<file path="config.mk">
export PLATFORM = sky130hd
export DESIGN_NAME = avg_mag_ctrl
export DESIGN_NICKNAME = d
export VERILOG_FILES = /design/src/rtl/avg_mag_ctrl.sv
export SDC_FILE = /design/constraint.sdc
export NUM_CORES = 1
export LEC_CHECK = 0
export CORE_MARGIN = 10
export CORE_UTILIZATION = 40
export CTS_CLUSTER_SIZE = 14
export DETAILED_ROUTE_END_ITERATION = 8
export DONT_BUFFER_PORTS = 1
export PLACE_DENSITY_LB_ADDON = 0.05
export REMOVE_ABC_BUFFERS = 1
export SETUP_SLACK_MARGIN = 0.4
export SLEW_MARGIN = 20
export SYNTH_ARGS = -nofsm -noshare
export SYNTH_HDL_FRONTEND = slang
export SYNTH_SLANG_ARGS = --single-unit
</file>
<file path="constraint.sdc">
create_clock -name clk -period 3.37 [get_ports clk]
set_clock_uncertainty 0.05 [all_clocks]
set_input_delay 0.674 -clock clk [delete_from_list [all_inputs] [get_ports clk]]
set_output_delay 0.674 -clock clk [all_outputs]
set_load 0.02 [all_outputs]
</file>
<file path="src/rtl/avg_mag_ctrl.sv">
// avg_mag_ctrl: sequences the LFSR load, frames avg_mag accumulation windows with clr_acc
// and captures each window result into a valid/ready register. Optional overrun flag: AVG_CTRL_OVR_EN.
module avg_mag_ctrl #(
  parameter int N_SYM_LOG2 = 7,
  parameter int LOAD_CYC   = 4,
  parameter int CAP_DLY    = 1
) (
  input  logic               clk,
  input  logic               reset,
  input  logic               sam_clk_en,
  input  logic               sym_clk_en,
  input  logic               start,
  input  logic               stop,
  input  logic signed [17:0] ref_lvl_in,
  input  logic signed [17:0] map_out_pwr_in,
  output logic               load,
  output logic               clr_acc,
  output logic signed [17:0] ref_lvl,
  output logic signed [17:0] map_out_pwr,
  output logic               res_valid,
  input  logic               res_ready,
  output logic               busy
`ifdef AVG_CTRL_OVR_EN
  ,
  output logic               overrun
`endif
);

  localparam int CW = ($clog2(LOAD_CYC + 1) > 3) ? $clog2(LOAD_CYC + 1) : 3;
  localparam logic [N_SYM_LOG2-1:0] SYM_TC    = '1;
  localparam logic [CW-1:0]         LOAD_LAST = CW'(LOAD_CYC);
  localparam logic [CW-1:0]         CAP_LAST  = CW'(CAP_DLY);

  typedef enum logic [2:0] {IDLE, LOAD_WAIT, LOAD, ACCUM, DUMP, CAPTURE} state_t;

  state_t                state;
  logic [N_SYM_LOG2-1:0] sym_cnt;
  logic [CW-1:0]         cnt;
  logic                  first;
  logic                  stop_pend;
  logic                  capture;

  // The first window after load is contaminated by the LFSR transient and is never reported.
  assign capture = (state == CAPTURE) && (cnt == CAP_LAST) && !first;

  always_ff @(posedge clk or posedge reset) begin
    if (reset) begin
      state       <= IDLE;
      sym_cnt     <= '0;
      cnt         <= '0;
      first       <= 1'b0;
      stop_pend   <= 1'b0;
      load        <= 1'b0;
      clr_acc     <= 1'b0;
      busy        <= 1'b0;
      res_valid   <= 1'b0;
      ref_lvl     <= '0;
      map_out_pwr <= '0;
    end else begin
      if (res_ready)
        res_valid <= 1'b0;
      if (capture) begin
        res_valid   <= 1'b1;
        ref_lvl     <= ref_lvl_in;
        map_out_pwr <= map_out_pwr_in;
      end

      // Symbols keep counting through DUMP/CAPTURE so consecutive windows have no gap.
      if (state == ACCUM || state == DUMP || state == CAPTURE) begin
        if (stop)
          stop_pend <= 1'b1;
        if (sym_clk_en)
          sym_cnt <= sym_cnt + 1'b1;
      end

      case (state)
        IDLE: begin
          if (start) begin
            state <= LOAD_WAIT;
            busy  <= 1'b1;
          end
        end
        LOAD_WAIT: begin
          if (stop) begin
            state <= IDLE;
            busy  <= 1'b0;
          end else if (sam_clk_en) begin
            state <= LOAD;
            load  <= 1'b1;
            cnt   <= CW'(1);
          end
        end
        LOAD: begin
          if (stop) begin
            state <= IDLE;
            busy  <= 1'b0;
            load  <= 1'b0;
          end else if (cnt == LOAD_LAST) begin
            state   <= ACCUM;
            load    <= 1'b0;
            sym_cnt <= '0;
            first   <= 1'b1;
          end else begin
            cnt <= cnt + 1'b1;
          end
        end
        ACCUM: begin
          if (sym_clk_en && sym_cnt == SYM_TC) begin
            state   <= DUMP;
            clr_acc <= 1'b1;
          end
        end
        DUMP: begin
          state   <= CAPTURE;
          clr_acc <= 1'b0;
          cnt     <= CW'(1);
        end
        CAPTURE: begin
          if (cnt == CAP_LAST) begin
            first <= 1'b0;
            if (stop_pend || stop) begin
              state     <= IDLE;
              busy      <= 1'b0;
              stop_pend <= 1'b0;
            end else begin
              state <= ACCUM;
            end
          end else begin
            cnt <= cnt + 1'b1;
          end
        end
        default: begin
          state   <= IDLE;
          busy    <= 1'b0;
          load    <= 1'b0;
          clr_acc <= 1'b0;
        end
      endcase
    end
  end

`ifdef AVG_CTRL_OVR_EN
  // Sticky until a new run starts; a capture coinciding with the accept is not an overrun.
  always_ff @(posedge clk or posedge reset) begin
    if (reset)
      overrun <= 1'b0;
    else if (state == IDLE && start)
      overrun <= 1'b0;
    else if (capture && res_valid && !res_ready)
      overrun <= 1'b1;
  end
`endif

endmodule

</file>
# After elaboration in Yosys (flattened, before gate mapping)
# Index checks and enable logic that the tools add are counted.
# op_classes
n_bitwise	3
eq_ne	21
n_reduce_logical	21
muxes	43
addsub	2
# op_table
operator	count
$mux W3	12
$mux W7	5
$mux W1	19
$pmux W3 S6	1
$ne A2 B2 Y1 const B	7
$pmux W3 S4	1
$reduce_and A5 Y1	2
$eq A3 B3 Y1 const B	3
$ne A2 B1 Y1 const B	4
$reduce_and A4 Y1	2
$reduce_or A4 Y1	2
$add A7 B1 Y7 const B	1
$eq A7 B7 Y1 const B	1
$eq A3 B1 Y1 const B	2
$eq A3 B2 Y1 const B	2
$ne A3 B3 Y1 const B	2
$reduce_and A6 Y1	1
$pmux W1 S2	2
$pmux W1 S4	1
$reduce_bool A2 Y1	2
$reduce_bool A4 Y1	1
$reduce_or A2 Y1	2
$add A3 B1 Y3 const B	1
$logic_and A1 B1 Y1	3
7 further kinds	11
# word_totals
output_inout_bits	40
elab_cells	101
regBits	55

# Longest topological paths before layout
# depth
ltp_word	7
ltp_mapped	7
ltp_nobuf	6

# Worst setup path after synthesis
# No wires, ideal clock.
# synth_timing
kind	register to register
startpoint	register cnt[1]
endpoint	register map_out_pwr[0]
t_arrival_ns	1.612
setup_slack_ns	1.580
setup_ns	0.127
path_buffers	1
required_ns	3.193
path_stages_with_launch	8
path_cell_list	dfrtp_1 > inv_1 > ha_1 > nor2b_2 > nand3_4 > nor2_8 > buf_6 > mux2_1
# synth_via
elab_chain_cells	3
# synth_lines
element	line	source
from (decl)	38	logic [CW-1:0] cnt;
from (signal assigned)	104	cnt <= cnt + 1'b1;
from (signal assigned)	129	cnt <= cnt + 1'b1;
$eq A3 B1 Y1	44	assign capture = (state == CAPTURE) && (cnt == CAP_LAST) && !first;
$logic_and A1 B1 Y1 (2 in series)	44	
to (signal assigned)	65	map_out_pwr <= map_out_pwr_in;
to (decl)	19	output logic signed [17:0] map_out_pwr,
# No other way between the ends.
# A chain may end at the register's enable or synchronous reset.

# Worst setup path after layout
# layout_timing
startpoint	register cnt[1]
endpoint	register ref_lvl[10]
# layout_via
elab_chain_cells	3
# layout_lines
element	line	source
$eq A3 B1 Y1	44	
$logic_and A1 B1 Y1 (2 in series)	44	
to (signal assigned)	64	ref_lvl <= ref_lvl_in;
to (decl)	18	output logic signed [17:0] ref_lvl,
# No other way between the ends.

==> flow_summary.json <==
{
  "status": "completed",
  "clock_tree.htree_level_count": 2,
  "critical_path.startpoint": "cnt[1]",
  "yosys.area.top_type": "sky130_fd_sc_hd__dfrtp_1",
  "n_antenna_cell": 0,
  "route.detailed.drc": 0,
  "io_pins": 83,
  "clkTransAtPathRegs_ns": 0.10,
  "post_layout_nonfiller_instances": 273,
  "multi_input_area_mm2": 0.00106,
  "finalNetCount": 242,
  "r2r_cells": 6,
  "worstReg2RegStart": "cnt[1]",
  "timing.reg2reg.setup_slack_ns": 1.11,
  "post_synth_instance_area_mm2": 0.00255,
  "end_kind": "flip-flop",
  "synth_top_area_share_pct": 53.9,
  "post_cts_setup_inserts": 0,
  "clk-insertion-delay-late_ns": 0.30,
  "area.sequential_mm2": 0.00138,
  "fin_setup_tns_ns": 0,
  "portBuffers": 0,
  "timing.max_slew.rel_slack_pct": 38.4,
  "initial_core_util_pct": 40.7,
  "worst_r2r_endpoint": "ref_lvl[10]",
  "hpwlAfterDp_um": 3900,
  "yosys-top-cells-area": "sky130_fd_sc_hd__dfrtp_1 (54%), sky130_fd_sc_hd__mux2_1 (14%), sky130_fd_sc_hd__buf_6 (2.6%)",
  "grt_usage_pct": 10.3,
  "crit_type": "flip-flop to flip-flop",
  "ys_ff_latch": 55,
  "syn_inst": 196,
  "globalplace.congestion": 0.828,
  "worst_hold_path_type": "primary input to async pin",
  "final-max-slew-violation-count": 0,
  "max_slew.worst_pin.slew_ns": 0.923,
  "finalCriticalPeriod_ns": 2.26,
  "crit_arrival_ns": 2.40,
  "vias": 1488,
  "layout_setup_ws_ns": 1.11,
  "cts_root_buffer": "sky130_fd_sc_hd__clkbuf_8",
  "detail_route.first_pass.iterations": 4,
  "grt_antenna_before_repair": 0,
  "max_clock_freq_mhz": 443,
  "design.core.area_mm2": 0.00628,
  "drt.antenna.violating_nets": 0,
  "fillCellCount": 582,
  "cts_tree": "built",
  "cts.sink_count": 55,
  "numCtsBuffers": 5,
  "postCtsResizedCells": 0,
  "hold_viol": 0,
  "growth_of_design_area_from_synthesis_to_finish_pct": 5.44,
  "cts-hold-fix-buffers": 0,
  "synth_flop_cell": "sky130_fd_sc_hd__dfrtp_1",
  "post-place-cells": 265,
  "power_density_mw_per_mm2": 606,
  "dieHeight_um": 99.9,
  "die-width_um": 99.9,
  "final_cell_area_mm2": 0.00269,
  "postRouteWirelength_um": 5170,
  "wl_per_cell_um": 18.9,
  "worst-path-max-fanout": 36,
  "cp-endpoint": "ref_lvl[10]",
  "post_route_cells_drive_above_1_share_pct": 12.8,
  "die_area_mm2": 0.00998,
  "postSynth.asyncResetShare_pct": 100,
  "first_global_vias": 1575,
  "dpl_worst_slack_ns": 1.13,
  "floorplan.rows": 29,
  "clk_path_buf_depth": 2,
  "synth.cells.most_frequent": "sky130_fd_sc_hd__dfrtp_1 (55), sky130_fd_sc_hd__mux2_1 (31), sky130_fd_sc_hd__nand2_1 (10)",
  "ys.warnings.count": 0,
  "synth-seq-area-share_pct": 53.9,
  "gr-total-overflow": 0,
  "global_route_wire_length_before_repair_um": 8420,
  "leakage_nw": 1.32,
  "detailedRoute.firstIterationViolations": 33,
  "unrepaired_setup_endpoints_after_global_routing": "no",
  "critPathRequiredTime_ns": 3.51,
  "final_min_period_over_clock_period_pct": 67.0,
  "synth_most_common_cell": "sky130_fd_sc_hd__dfrtp_1",
  "postPlaceCellArea_mm2": 0.00257,
  "synth.lib_cells_used.distinct": 46,
  "startpoint_type": "flip-flop",
  "finalCoreUtilization_pct": 42.9,
  "grt_max_degree": 56,
  "maxCapViolCount": 0,
  "synth-edff-count": 0,
  "vdd.ir_drop.worst_v": 0.000332,
  "via_per_inst": 5.45,
  "finalSetupViolations": 0,
  "post_synth.cell_area_avg_um2": 13.0
}
[worst min path at each step]
| stage | from | endpoint | slack [ns] |
|---|---|---|---|
| after floorplan | sym_cnt[6] | sym_cnt[6] | 0.40 |
| after global placement | sym_cnt[6] | sym_cnt[6] | 0.44 |
| after detailed placement | sym_cnt[6] | sym_cnt[6] | 0.44 |
| after CTS | res_ready | res_valid | 0.40 |
| after global routing | res_ready | res_valid | 0.39 |
| final | reset | map_out_pwr[2] | 0.37 |
[where the power goes]
part           internal, W  switching, W
Clock             0.000245      0.000210
Combinational     0.000162      0.000193
Sequential        0.000720      0.000101
Total              0.00113      0.000505
[cell type report]
cell class | count | share of cell area (%)
Inverter | 8 | 1.16
Clock buffer | 6 | 3.07
Tap cell | 77 | 3.58
Timing Repair Buffer | 1 | 0.279
Sequential cell | 55 | 51.1
Clock inverter | 2 | 1.44
Multi-Input combinational cell | 124 | 39.3
[cells in the final DEF (no fill, tap or decap), types with 2 or more instances in the layout]
cell                        n
sky130_fd_sc_hd__ha_1       4
sky130_fd_sc_hd__xor2_1     2
sky130_fd_sc_hd__and2_1     2
sky130_fd_sc_hd__mux2_1    31
sky130_fd_sc_hd__a21oi_1    4
sky130_fd_sc_hd__o21a_1     2
sky130_fd_sc_hd__inv_1      6
sky130_fd_sc_hd__dfrtp_1   55
sky130_fd_sc_hd__nand3_1    4
sky130_fd_sc_hd__nand2_1   10
sky130_fd_sc_hd__clkbuf_8   6
sky130_fd_sc_hd__or3_1      2
sky130_fd_sc_hd__a21o_1     4
sky130_fd_sc_hd__o22ai_1    2
sky130_fd_sc_hd__o211ai_1   3
sky130_fd_sc_hd__nor2b_1    6
sky130_fd_sc_hd__nor3b_1    2
sky130_fd_sc_hd__o21ai_0    7
sky130_fd_sc_hd__mux2_2     6
sky130_fd_sc_hd__nor2_1     9
sky130_fd_sc_hd__mux2i_1    2
[state kept, by name (all words and copies together) (netlist names)]
name and count:
clr_acc 1, cnt 3, stop_pend 1, state 3, first 1, sym_cnt 7, ref_lvl 18, res_valid 1
load 1, map_out_pwr 18, busy 1
[metal layers]
layer / wire length [um] / global-route usage, % / up-vias
met2: 2610 / 16.7 / 58
li1: - / - / 687
met5: 0 / 0 / -
met3: 589 / 5.29 / 2
met1: 1960 / 11.6 / 741
met4: 15 / 2.98 / 0
[critical path: stages, from the launching register on]
cell and delay [ns]:
sky130_fd_sc_hd__dfrtp_1 0.40, sky130_fd_sc_hd__inv_1 0.12, sky130_fd_sc_hd__ha_1 0.16, sky130_fd_sc_hd__nor2b_2 0.33
sky130_fd_sc_hd__nand3_4 0.16, sky130_fd_sc_hd__nor2_8 0.51, sky130_fd_sc_hd__mux2_2 0.40
[per-stage QoR]
stage	total power, W	hold WS, ns
2_1_floorplan	0.00110	0.404
3_3_place_gp	0.00118	0.435
3_5_place_dp	0.00119	0.438
4_1_cts	0.00166	0.395
5_1_grt	0.00174	0.389
6_report	0.00163	0.372
[logic make-up after synthesis]
family,Yosys count,share of synthesized area (%)
DFF,55,53.9
and+or+nand+nor,44,10.6
muxes,39,17.1
AOI/OAI and AO/OA,34,10.7
buffers and inverters,17,4.61
adders and majority gates,5,2.35
xor gates and xnor gates,2,0.686
Note: power is estimated with default switching activity, not from simulation.
